[src/rtl/cpu_types_pkg.sv]
// Shared CPU types for the fetch front end: word type, fetch FSM states and the
// NOP word presented on instr whenever no valid instruction is held.
package cpu_types_pkg;

  typedef logic [31:0] word_t;

  typedef enum logic [1:0] {
    FETCH  = 2'd0,
    HOLD   = 2'd1,
    HALTED = 2'd2
  } fetch_state_t;

  localparam word_t NOP_INSTR = 32'h0;

endpackage

[src/rtl/fetch_unit.sv]
// Instruction-fetch front end: owns the PC, reads the icache, presents fetched words to ID.
// Hit-to-instr latency is one cycle; a hit under stall parks in a one-entry buffer until stall drops.
module fetch_unit
  import cpu_types_pkg::*;
#(
  parameter word_t PC_INIT = 32'h0000_0000
) (
  input  logic        CLK,
  input  logic        nRST,
  input  logic        ihit,
  input  logic [31:0] iload,
  output logic        imemREN,
  output logic [31:0] imemaddr,
  input  logic        stall,
  input  logic        redirect_en,
  input  logic [31:0] redirect_pc,
  input  logic        halt,
  output logic [31:0] instr,
  output logic        instr_valid,
  output logic [31:0] npc,
  output logic        halted
);

  fetch_state_t state;
  word_t        pc;
  word_t        hold_instr;
  word_t        hold_npc;
  word_t        pc_plus4;

  assign pc_plus4 = pc + 32'd4;
  assign imemREN  = (state == FETCH);
  assign imemaddr = pc;

  always_ff @(posedge CLK or negedge nRST) begin
    if (!nRST) begin
      state       <= FETCH;
      pc          <= PC_INIT;
      instr       <= NOP_INSTR;
      instr_valid <= 1'b0;
      npc         <= 32'h0;
      halted      <= 1'b0;
      hold_instr  <= NOP_INSTR;
      hold_npc    <= 32'h0;
    end else if (halt) begin
      // Halt outranks everything, including a redirect in the same cycle.
      state       <= HALTED;
      halted      <= 1'b1;
      instr       <= NOP_INSTR;
      instr_valid <= 1'b0;
      hold_instr  <= NOP_INSTR;
      hold_npc    <= 32'h0;
    end else if (state != HALTED) begin
      if (redirect_en) begin
        // Any hit this cycle belongs to the wrong path and is dropped.
        state       <= FETCH;
        pc          <= redirect_pc & 32'hFFFF_FFFC;
        instr       <= NOP_INSTR;
        instr_valid <= 1'b0;
        hold_instr  <= NOP_INSTR;
        hold_npc    <= 32'h0;
      end else if (state == HOLD) begin
        if (!stall) begin
          state       <= FETCH;
          instr       <= hold_instr;
          npc         <= hold_npc;
          instr_valid <= 1'b1;
          hold_instr  <= NOP_INSTR;
          hold_npc    <= 32'h0;
        end
      end else if (ihit) begin
        pc <= pc_plus4;
        if (stall) begin
          state      <= HOLD;
          hold_instr <= iload;
          hold_npc   <= pc_plus4;
        end else begin
          instr       <= iload;
          npc         <= pc_plus4;
          instr_valid <= 1'b1;
        end
      end else if (!stall) begin
        instr       <= NOP_INSTR;
        instr_valid <= 1'b0;
      end
    end
  end

endmodule

[config.mk]
export PLATFORM = sky130hd
export DESIGN_NAME = fetch_unit
export DESIGN_NICKNAME = d
export VERILOG_FILES = /design/src/rtl/cpu_types_pkg.sv /design/src/rtl/fetch_unit.sv
export SDC_FILE = /design/constraint.sdc
export NUM_CORES = 1
export LEC_CHECK = 0
export ABC_AREA = 1
export CAP_MARGIN = 20
export CELL_PAD_IN_SITES_DETAIL_PLACEMENT = 2
export CELL_PAD_IN_SITES_GLOBAL_PLACEMENT = 2
export CORE_ASPECT_RATIO = 1.5
export CORE_MARGIN = 10
export CORE_UTILIZATION = 32
export DETAILED_ROUTE_END_ITERATION = 8
export PLACE_DENSITY = 0.95
export SKIP_LAST_GASP = 1
export SYNTH_ARGS = -nofsm -noshare
export SYNTH_HDL_FRONTEND = slang
export SYNTH_SLANG_ARGS = --single-unit
[constraint.sdc]
create_clock -name CLK -period 2.4 [get_ports CLK]
set_input_delay 0.48 -clock CLK [delete_from_list [all_inputs] [get_ports CLK]]
set_output_delay 0.48 -clock CLK [all_outputs]
set_load 0.01 [all_outputs]
* Word level (Yosys, flattened, before mapping)
Cells that the tools add are included.
Word-level totals: word-level logic and storage cells 70, latch bits 0, output and inout bits 99, bits in registers 164, bits in writable memories 0, memories 0, input bits 70, bits in read-only memories 0
Operators by class: shift-type cells 0, magnitude comparators 0, reduce and logical (&&, ||, !) cells 11, equality and inequality tests 6, muxes and demuxes 41, bitwise gates (word level) 3, divide/modulo/power cells 0, multiply operators 0, add/subtract/negate cells 1
Operators by type and width (number):
- 32-bit two-way mux | 27
- 32-bit by 3-bit adder with 32-bit output, second input constant | 1
- 2-bit two-way mux | 7
- 4-bit AND reduction | 2
- 4-bit nonzero test | 2
- 1-bit two-way mux | 7
- 2-bit nonzero test | 3
- 5-bit by 2-bit inequality test with 1-bit output, second input constant | 1
- 5-bit AND reduction | 1
- 2-bit inequality test, second input constant | 2
- 4-bit inequality test, second input constant | 1
- 2-bit AND reduction | 2
- 3-bit by 1-bit inequality test with 1-bit output, second input constant | 1
- 1-bit NOT | 3
- 2-bit by 1-bit == test with 1-bit output, second input constant | 1
- 2-bit logical NOT | 1

* Longest topological paths before layout
depth after elaboration 7, depth in mapped cells 12, depth with buffers taken out 10

* Worst setup path after synthesis
OpenSTA, ideal clock, no wires.
kind reg2reg, start register pc[2] (netlist: imemaddr[2]), end register npc[26], required time 2283 ps, cell stages (with the launch flop) 11, data arrival time 1495 ps, clock period less this slack 1612 ps, library setup time 117 ps, path slack 788 ps, path buffers 0, cell sequence dfrtp_1 -> ha_1 -> nand2_1 -> nor2_1 -> nand2_1 -> nor2_1 -> nand2_1 -> nand2_1 -> nand3_1 -> nand2_1 -> nand2_1
Between the ends: longest elaborated chain between the ends 4
RTL lines:
- start, declared | line fetch_unit.sv:25 | word_t pc;
- start signal, assigned | line fetch_unit.sv:56 | pc <= redirect_pc & 32'hFFFF_FFFC;
- start signal, assigned | line fetch_unit.sv:71 | pc <= pc_plus4;
- 32-bit by 3-bit adder with 32-bit output | line fetch_unit.sv:30 | assign pc_plus4 = pc + 32'd4;
- 32-bit two-way mux | line fetch_unit.sv:72 | if (stall) begin
- 32-bit two-way mux | line fetch_unit.sv:70 | end else if (ihit) begin
- 32-bit two-way mux | line fetch_unit.sv:61 | end else if (state == HOLD) begin
- end signal, assigned | line fetch_unit.sv:65 | npc <= hold_npc;
- end signal, assigned | line fetch_unit.sv:78 | npc <= pc_plus4;
- end, declared | line fetch_unit.sv:20 | output logic [31:0] npc,
Every way passes these cells. The select of a mux whose other input is x is not followed. A chain may end at the register's enable or synchronous reset.

* Final worst setup path
start register pc[2] (netlist: imemaddr[2]), end register npc[10]
The elaborated chain is that of the path after synthesis.

==> results.toml <==
[floorplanning]
ioPinCount = 169
rows = 70
fp.dieW_um = 149
die_y_um = 213
initial_core_util_pct = 32.6
die-area_um2 = 31700
core_area_um2 = 24400

[final_layout]
area_growth_pct = 34.3
layout.nets = 1248
instances_no_fill = 1513
final_util_pct = 43.7
antennaDiodeCount = 0
drive_gt1_share_pct = 7.49

[clock_network]
path_clk_slew_ns = 0.06
clock_sinks = 160
clock_latency_ns = 0.46
cts_tree = "done"
cts_hold_buf = 1
cts_setup_buffers = 0
cts_resized = 0
cts_inserted_buffers = 17
clockBufferDepth = 2
htree_levels = 4
cts_root_buf = "clkbuf_16"

[sta]
hold_violations = 0
fmax_ghz = 0.450
post-route-period-util_pct = 92.5
setup_tns_ns = 0
rsz0062_at_grt = "false"
setup_viol = 0
setup_ws_ns = 0.179
final.min_clock_period_ns = 2.22
tightest_slew_ns = 0.571
fin_skew_ns = 0.00984
slew_headroom_pct = 61.5
slew_viol_final = 0

[placement]
gp_congestion = 0.848
dp_hpwl_um = 23900
pre_cts_slack_ns = -0.0664
port_buffers = 164
placedCellCount = 1481

[routing]
drt_first_iter_violations = 360
first_pass_iters = 4
vias_per_cell = 5.19
routed_wl_um = 34000
vias = 7859
postRouteAntennaNets = 0
drc_errors = 0
route.detailed.wl_per_inst_um = 22.5

[worst_setup_path]
endpoint_kind = "register"
crit_required_ns = 2.73
crit_type = "reg -> reg"
cp-start-kind = "register"
critPathMaxFanout = 6
arrival_ns = 2.56

[synth]
async_reset_ff_share_pct = 100
synthCells = 1020
synth_area_leaders = "dfrtp_1, nand2_1, nor2_1"
synth_edf_count = 0
yosys.area.top_type = "dfrtp_1"
ys_seq_elements = 160
synth_top_area_share_pct = 50.3
seq_area_frac_synth_pct = 50.3
synthDistinctLibCells = 35
synth_area_um2 = 7960
ys.flop_type = "dfrtp_1"
yosysWarnings = 0
syn_avg_cell_area_um2 = 7.80

[global_route]
grt.overflow.total = 0
grt_max_degree = 52
grt_pass1_wl_um = 53600
grt_util_all_layers_pct = 21.9
antenna_found_initial = 0
grt_pass1_vias = 9238

[power_and_ir_drop]
p_leak_uw = 0.00499
design_power_total_uw = 10100
peakVddDrop_mv = 0.582
power.density_nw_per_um2 = 947

[hold_path]
hold_class = "reg -> reg"

[run_status]
status = "finished, final reports clean"

[run]
drv_cap = 0
-- Yosys cell counts, types with 6 or more instances --
master	n
nand2_2	13
dfrtp_1	160
nand3_1	41
o21ai_0	43
a21oi_1	62
buf_1	6
clkbuf_1	14
nor2_1	99
o21ai_2	11
nand2_1	342
a22o_1	28
buf_2	21
o22ai_1	28
inv_1	80
o21ai_1	28
-- power breakdown --
group / total, µW / switching [µW] / internal, µW
Sequential: 3820 / 580 / 3240
Combinational: 3300 / 1910 / 1390
Clock: 3000 / 1160 / 1830
Total: 10100 / 3650 / 6460
-- layer usage --
metal  up-vias  GRT usage, %  wire length [µm]
li1       3582             -                 -
met1      4009          23.1             13000
met2       193          40.4             18300
met3        75          3.58              1230
met4         0          11.8              1490
met5         -             0                 0
-- worst max-delay path: stages (launching register included) --
cell and delay [ns]:
dfrtp_1 0.45, ha_1 0.25, nand2_1 0.07, nor2_1 0.18, nand2_1 0.19, xnor2_1 0.48
nand2_1 0.17, a21oi_1 0.30
-- per-stage QoR --
| step | instance area, µm² | hold WS [ns] |
|---|---|---|
| 2_1_floorplan | 7960 | 0.184 |
| 3_3_place_gp | 10100 | 0.450 |
| 3_5_place_dp | 10100 | 0.465 |
| 4_1_cts | 10700 | 0.487 |
| 5_1_grt | 10700 | 0.510 |
| 6_report | 10700 | 0.486 |
-- layout by cell type (no fill, tap or decap), drive strengths merged, types with 2 or more instances in the layout --
cell type,netlist,layout
and2,2,2
o21a,2,2
o22ai,28,28
xnor2,5,5
nand2,357,357
nor2,101,101
o211ai,2,2
conb,1,2
inv,87,87
o21ai,82,82
buf,36,24
clkinv,1,5
clkdlybuf4s50,0,163
xor2,4,4
bufinv,0,5
a31oi,2,2
a21oi,62,62
clkbuf,15,20
nand3,41,41
dfrtp,160,160
a22o,28,28
clkinvlp,0,2
-- final timing paths --
| kind | from | to | slack, ns | cells past startpoint |
|---|---|---|---|---|
| setup / recovery | imemaddr[2]$_DFFE_PN0P_ | npc[10]$_DFFE_PN0P_ | 0.18 | 7 |
| setup reg to reg | imemaddr[2]$_DFFE_PN0P_ | npc[10]$_DFFE_PN0P_ | 0.18 | 7 |
| min in group asynchronous | nRST | npc[14]$_DFFE_PN0P_ | 0.54 | 2 |
| max in group asynchronous | nRST | hold_instr[18]$_DFFE_PN0P_ | 1.09 | 3 |
| hold reg to reg | npc[30]$_DFFE_PN0P_ | npc[30]$_DFFE_PN0P_ | 0.49 | 2 |
| hold / removal | npc[30]$_DFFE_PN0P_ | npc[30]$_DFFE_PN0P_ | 0.49 | 2 |
-- state kept, by name (all words and copies together), names as in the netlist --
register	flops
instr_valid	1
hold_instr	32
state	2
hold_npc	31
imemaddr	30
halted	1
instr	32
npc	31
-- cell families (layout without fill, tap and decap cells) --
family,count (synthesis),count (layout),synth area share [%]
AND/OR/NAND/NOR,503,503,25.4
AO/OA/AOI/OAI,207,207,15.5
flip-flops,160,160,50.3
buffers and inverters,139,307,7.63
XOR/XNOR,9,9,0.991
adder cells (fa/ha/maj),1,1,0.157
other,1,2,0.0471
-- area by class of cell --
cell class / count / area [µm²]
Fill cell: 2697 / 13700
Sequential cell: 160 / 4000
Multi-Input combinational cell: 722 / 3350
Timing Repair Buffer: 188 / 1960
Clock buffer: 20 / 437
Tap cell: 324 / 405
Inverter: 88 / 335
Clock inverter: 11 / 189
No activity file was read; power rests on OpenSTA's default activity.
==> RTL edit 1, RTL diff (same flow settings) <==
Re-encode `fetch_state_t` (3 states) as one-hot, 3 bits wide.
--- a/src/rtl/cpu_types_pkg.sv
+++ b/src/rtl/cpu_types_pkg.sv
@@ -5,8 +5,8 @@
   typedef logic [31:0] word_t;
 
-  typedef enum logic [1:0] {
-    FETCH  = 2'd0,
-    HOLD   = 2'd1,
-    HALTED = 2'd2
+  typedef enum logic [2:0] {
+    FETCH  = 3'b001,
+    HOLD   = 3'b010,
+    HALTED = 3'b100
   } fetch_state_t;
 
Behaviour: same outputs for any inputs over 4 cycles, from zero or initial values and one cycle with nRST low; so few cycles prove little.
==> RTL edit 1 against the unedited design <==
The flow now finishes with violations (negative hold slack). Sequential cell count up 1. Synthesized area up 0.39%. Largest cell class unchanged. Worst setup slack worse by 0.054 ns. Maximum frequency down 2.4%. Worst hold slack worse by 0.49 ns. Power up 8.5%. Critical path depth down 4. Routed wire length down 0.97%. Die area up 0.35%. Final area about the same. Sequential share of layout area up 0.24 points.
==> RTL edit 1: results (changes against the unedited design) <==
- Status: complete, but fails checks (was finished, final reports clean)
- GRT met2 Usage: 40.27% (was 40.38%)
- Post-DP HPWL: 23.47 mm (was 23.87 mm)
- FF-to-FF End: imemaddr[22]$_DFFE_PN0P_ (was npc[10]$_DFFE_PN0P_)
- Mapped Cells: 1075 (was 1020)
- Fin. Hold Viols: 2 (was 0)
- Routability cong.: 0.8554 (was 0.8479)
- Placed Area: 10080 µm² (was 10050 µm²)
- Slowest CP cell: clkdlybuf4s50_1 (was xnor2_1)
- Hold-fix buffers at CTS: 0 (was 1)
- Failing checks: negative hold slack
- Synth Area in Adders: 0.1567% (was 0.1573%)
- Met1 usage: 22.60% (was 23.11%)
- Leakage: 5.300 nW (was 4.986 nW)
- Cell Pwr Density: 1027 nW/µm² (was 946.5 nW/µm²)
- DRT met1 WL: 12.69 mm (was 12.99 mm)
- WL/cell: 21.45 µm (was 22.48 µm)
- Top cells by area, synth: dfrtp_1, nand2_1, nor2_1, o21ai_0, a22o_1 (was dfrtp_1, nand2_1, nor2_1, a21oi_1, inv_1)
- # fillers: 2837 (was 2697)
- Slowest stage delay, CP: 0.62 ns (was 0.48 ns)
- Reg-to-reg slack, setup: 0.25 ns (was 0.18 ns)
- Clk_skew: 0.01046 ns (was 0.009841 ns)
- Final cell count without fillers: 1570 (was 1513)
- Slew HR: 58.32% (was 61.55%)
- Total track usage: 21.70% (was 21.88%)
- Setup crit start: state[0]$_DFFE_PN1P_ (was imemaddr[2]$_DFFE_PN0P_)
- Hold Crit Class: in -> async (was reg -> reg)
- Commonest cells in the netlist: nand2_1, dfrtp_1, nor2_1, o21ai_0, a21oi_1 (was nand2_1, dfrtp_1, nor2_1, inv_1, a21oi_1)
- Met3 usage: 5.064% (was 3.581%)
- Peak VDD IR: 604.5 µV (was 581.7 µV)
- WHS: -0.005185 ns (was 0.4856 ns)
- Uppermost layer routed: met5 (was met4)
- Setup crit end: imemREN (was npc[10]$_DFFE_PN0P_)
- Largest net degree at the start of global routing: 53 (was 52)
- Layout cells sized above 1: 6.185% (was 7.485%)
- Sequential fraction of the synthesis area: 50.46% (was 50.33%)
- Mux cell area share after synthesis: 0.2507% (was 0%)
## RTL edit 1: changes by cell type in the layout (fill, tap and decap cells not counted), sizes merged, moves of 3 or more
| cell | before | now |
|---|---|---|
| a21oi | 62 | 44 |
| o21ai | 82 | 55 |
| bufinv | 5 | 2 |
| o22ai | 28 | 0 |
| inv | 87 | 46 |
| nor2 | 101 | 135 |
| nand2 | 357 | 483 |
| buf | 24 | 29 |
## RTL edit 1: layout make-up
class / count / share of cell area (%)
Sequential cell: 161 / 37.70
Multi-Input combinational cell: 816 / 32.97
Timing Repair Buffer: 192 / 18.27
Clock buffer: 22 / 4.530
Tap cell: 324 / 3.793
Inverter: 44 / 1.545
Clock inverter: 10 / 1.159
Antenna cell: 1 / 0.02341
## RTL edit 1: through the flow
stage                     worst slack (ns)  total power, mW
final                               0.1253            10.98
after global routing               0.05055            11.69
after CTS                           0.1034            11.09
after detailed placement           0.07767            8.097
after global placement              0.1852            7.796
after floorplan                     0.7277            5.830
==> RTL edit 2, RTL diff (config.mk and constraints unchanged) <==
Made on the original files. Reset style: synchronous (`nRST`), changed in one clocked block.
--- a/src/rtl/fetch_unit.sv
+++ b/src/rtl/fetch_unit.sv
@@ -32,5 +32,5 @@
   assign imemaddr = pc;
 
-  always_ff @(posedge CLK or negedge nRST) begin
+  always_ff @(posedge CLK) begin
     if (!nRST) begin
       state       <= FETCH;
Behaviour: differs if nRST is asserted again (counterexample within 4 cycles, from zero or initial values and one cycle with nRST low); with nRST held inactive, the same outputs for 4 cycles.
==> RTL edit 2 against the unedited design <==
Sequential share of layout area decreased by 5.2 points. Sequential cell count unchanged. Routed wire length is 4.4% lower. Worst setup slack improved by 0.073 ns. Final area shrank 7.0%. Critical path depth rose by 2. Synthesized area is 8.6% lower. Largest cell class is now multi-input gates.
Power is not compared: it rests on default switching activity, and its combinational part moved more than twofold at a synthesized area within 25%.
==> RTL edit 2: results (changes against the unedited design) <==
- Worst Reg-to-Reg Cells: 9 (was 7)
- Largest registers: hold_instr (32), instr (32) (unchanged)
- First-pass GRT wire length: 51.56 mm (was 53.63 mm)
- Hold Startpoint: hold_npc[16]$_SDFFE_PP0P_ (was npc[30]$_DFFE_PN0P_)
- Critical path peak fanout: 5 (was 6)
- Reg-to-reg slack, setup: 0.25 ns (was 0.18 ns)
- Xor-xnor portion of the synthesized cell area: 1.806% (was 0.9909%)
- Clk_skew: 0.006762 ns (was 0.009841 ns)
- # fillers: 2490 (was 2697)
- Total track usage: 22.35% (was 21.88%)
- CP arrival: 2.52 ns (was 2.56 ns)
- Iteration-0 DRC Markers: 321 (was 360)
- Hold endpoint: hold_npc[16]$_SDFFE_PP0P_ (was npc[30]$_DFFE_PN0P_)
- Routability cong.: 0.8327 (was 0.8479)
- R2r startpoint: imemaddr[2]$_SDFFE_PN0P_ (was imemaddr[2]$_DFFE_PN0P_)
- Asr flop ratio synth: 0% (was 100.0%)
- Antenna violations before repair: 1 (was 0)
- Status: finished, final reports clean (unchanged)
- Clock Latency Late Sink: 0.44 ns (was 0.46 ns)
- Commonest cells in the netlist: nand2_1, a21oi_1, dfxtp_1, o21ai_0, inv_1 (was nand2_1, dfrtp_1, nor2_1, inv_1, a21oi_1)
- Synth cell types: 28 (was 35)
- Vias in the first global route: 9128 (was 9238)
- Layout cells sized above 1: 6.655% (was 7.485%)
- Post-DP HPWL: 21.98 mm (was 23.87 mm)
- Post-CTS sizing: 0 (unchanged)
- Layout Nets: 1246 (was 1248)
- Top cells by area, synth: dfxtp_1, a21oi_1, nand2_1, o21ai_0, a211o_1 (was dfrtp_1, nand2_1, nor2_1, a21oi_1, inv_1)
- Compound-cell area share of the yosys netlist: 24.82% (was 15.49%)
- Peak VDD IR: ~490 µV
- TritonRoute pass-1 iters: 5 (was 4)
- FF-to-FF End: imemaddr[18]$_SDFFE_PN0P_ (was npc[10]$_DFFE_PN0P_)
- Largest net degree at the start of global routing: 46 (was 52)
[RTL edit 2: changes by cell type in the layout (fill, tap and decap cells not counted), moves of 10 or more]
cell and delta:
a22o_1 -28, o21ai_0 +15, a211o_1 +26, inv_1 -31
nor2_1 -51, o21ai_1 -24, dfxtp_1 +160, nand2_1 -51
o21ai_2 -11, nand2_2 -10, o22ai_1 -28, a21oi_1 +167
dfrtp_1 -160
[RTL edit 2: critical path, stage by stage (launching register included)]
cell and delay [ns]:
dfxtp_1 0.41, ha_1 0.22, nand2_1 0.06, nor2_1 0.23
nand2_1 0.21, nor2_1 0.17, buf_4 0.17, xor2_1 0.35
nand2_1 0.11, a21oi_1 0.15
[RTL edit 2: cell families after synthesis]
kind of cell / Yosys count
fa+ha+maj: 1
buf+inv: 127
other cells: 1
compound gates: 333
flops: 160
xor+xnor: 15
simple gates: 395
[RTL edit 2: final cells by class]
class	count	area [µm²]	share of cell area (%)
clock inverters	12	157.7	1.586
clock buffers	19	452.9	4.557
well taps	276	345.3	3.475
diodes	1	2.502	0.02518
inverters	54	202.7	2.040
repair buffers	196	2014	20.27
flip-flops and latches	160	3203	32.23
multi-input cells	746	3560	35.82
[RTL edit 2: layer usage]
| metal | share of wire [%] | GRT usage [%] | vias to the layer above |
|---|---|---|---|
| met3 | 4.6 | 4.473 | 49 |
| met1 | 38 | 23.92 | 4092 |
| met4 | 2.7 | 8.906 | 0 |
| met5 | 0 | 0 | - |
| li1 | - | - | 3701 |
| met2 | 55 | 41.52 | 209 |
[RTL edit 2: worst max path at each step]
stage                     slack, ns                     endpoint                      from  cells past startpoint
after global routing           0.07    hold_npc[24]$_SDFFE_PP0P_  imemaddr[3]$_SDFFE_PN0P_                      9
final                          0.25    imemaddr[18]$_SDFFE_PN0P_  imemaddr[2]$_SDFFE_PN0P_                      9
after floorplan                0.59         npc[28]$_SDFFE_PN0P_               redirect_en                     10
after detailed placement       0.13         npc[21]$_SDFFE_PN0P_               redirect_en                     10
after global placement         0.24  hold_instr[31]$_SDFFE_PP0P_               redirect_en                      8
after CTS                      0.26    imemaddr[18]$_SDFFE_PN0P_  imemaddr[2]$_SDFFE_PN0P_                      9
[RTL edit 2: metrics by stage]
| step | instance area (µm²) | worst slack [ns] | power, mW | hold WS (ns) | cells |
|---|---|---|---|---|---|
| floorplan | 7278 | 0.5927 | 3.418 | 0.4186 | 1033 |
| global placement | 9325 | 0.2402 | 3.932 | 0.4289 | 1432 |
| detailed placement | 9325 | 0.1280 | 3.984 | 0.4601 | 1432 |
| CTS | 9936 | 0.2559 | 6.898 | 0.4713 | 1463 |
| global route | 9938 | 0.07484 | 7.093 | 0.4962 | 1464 |
| finish | 9938 | 0.2515 | 6.839 | 0.4692 | 1464 |
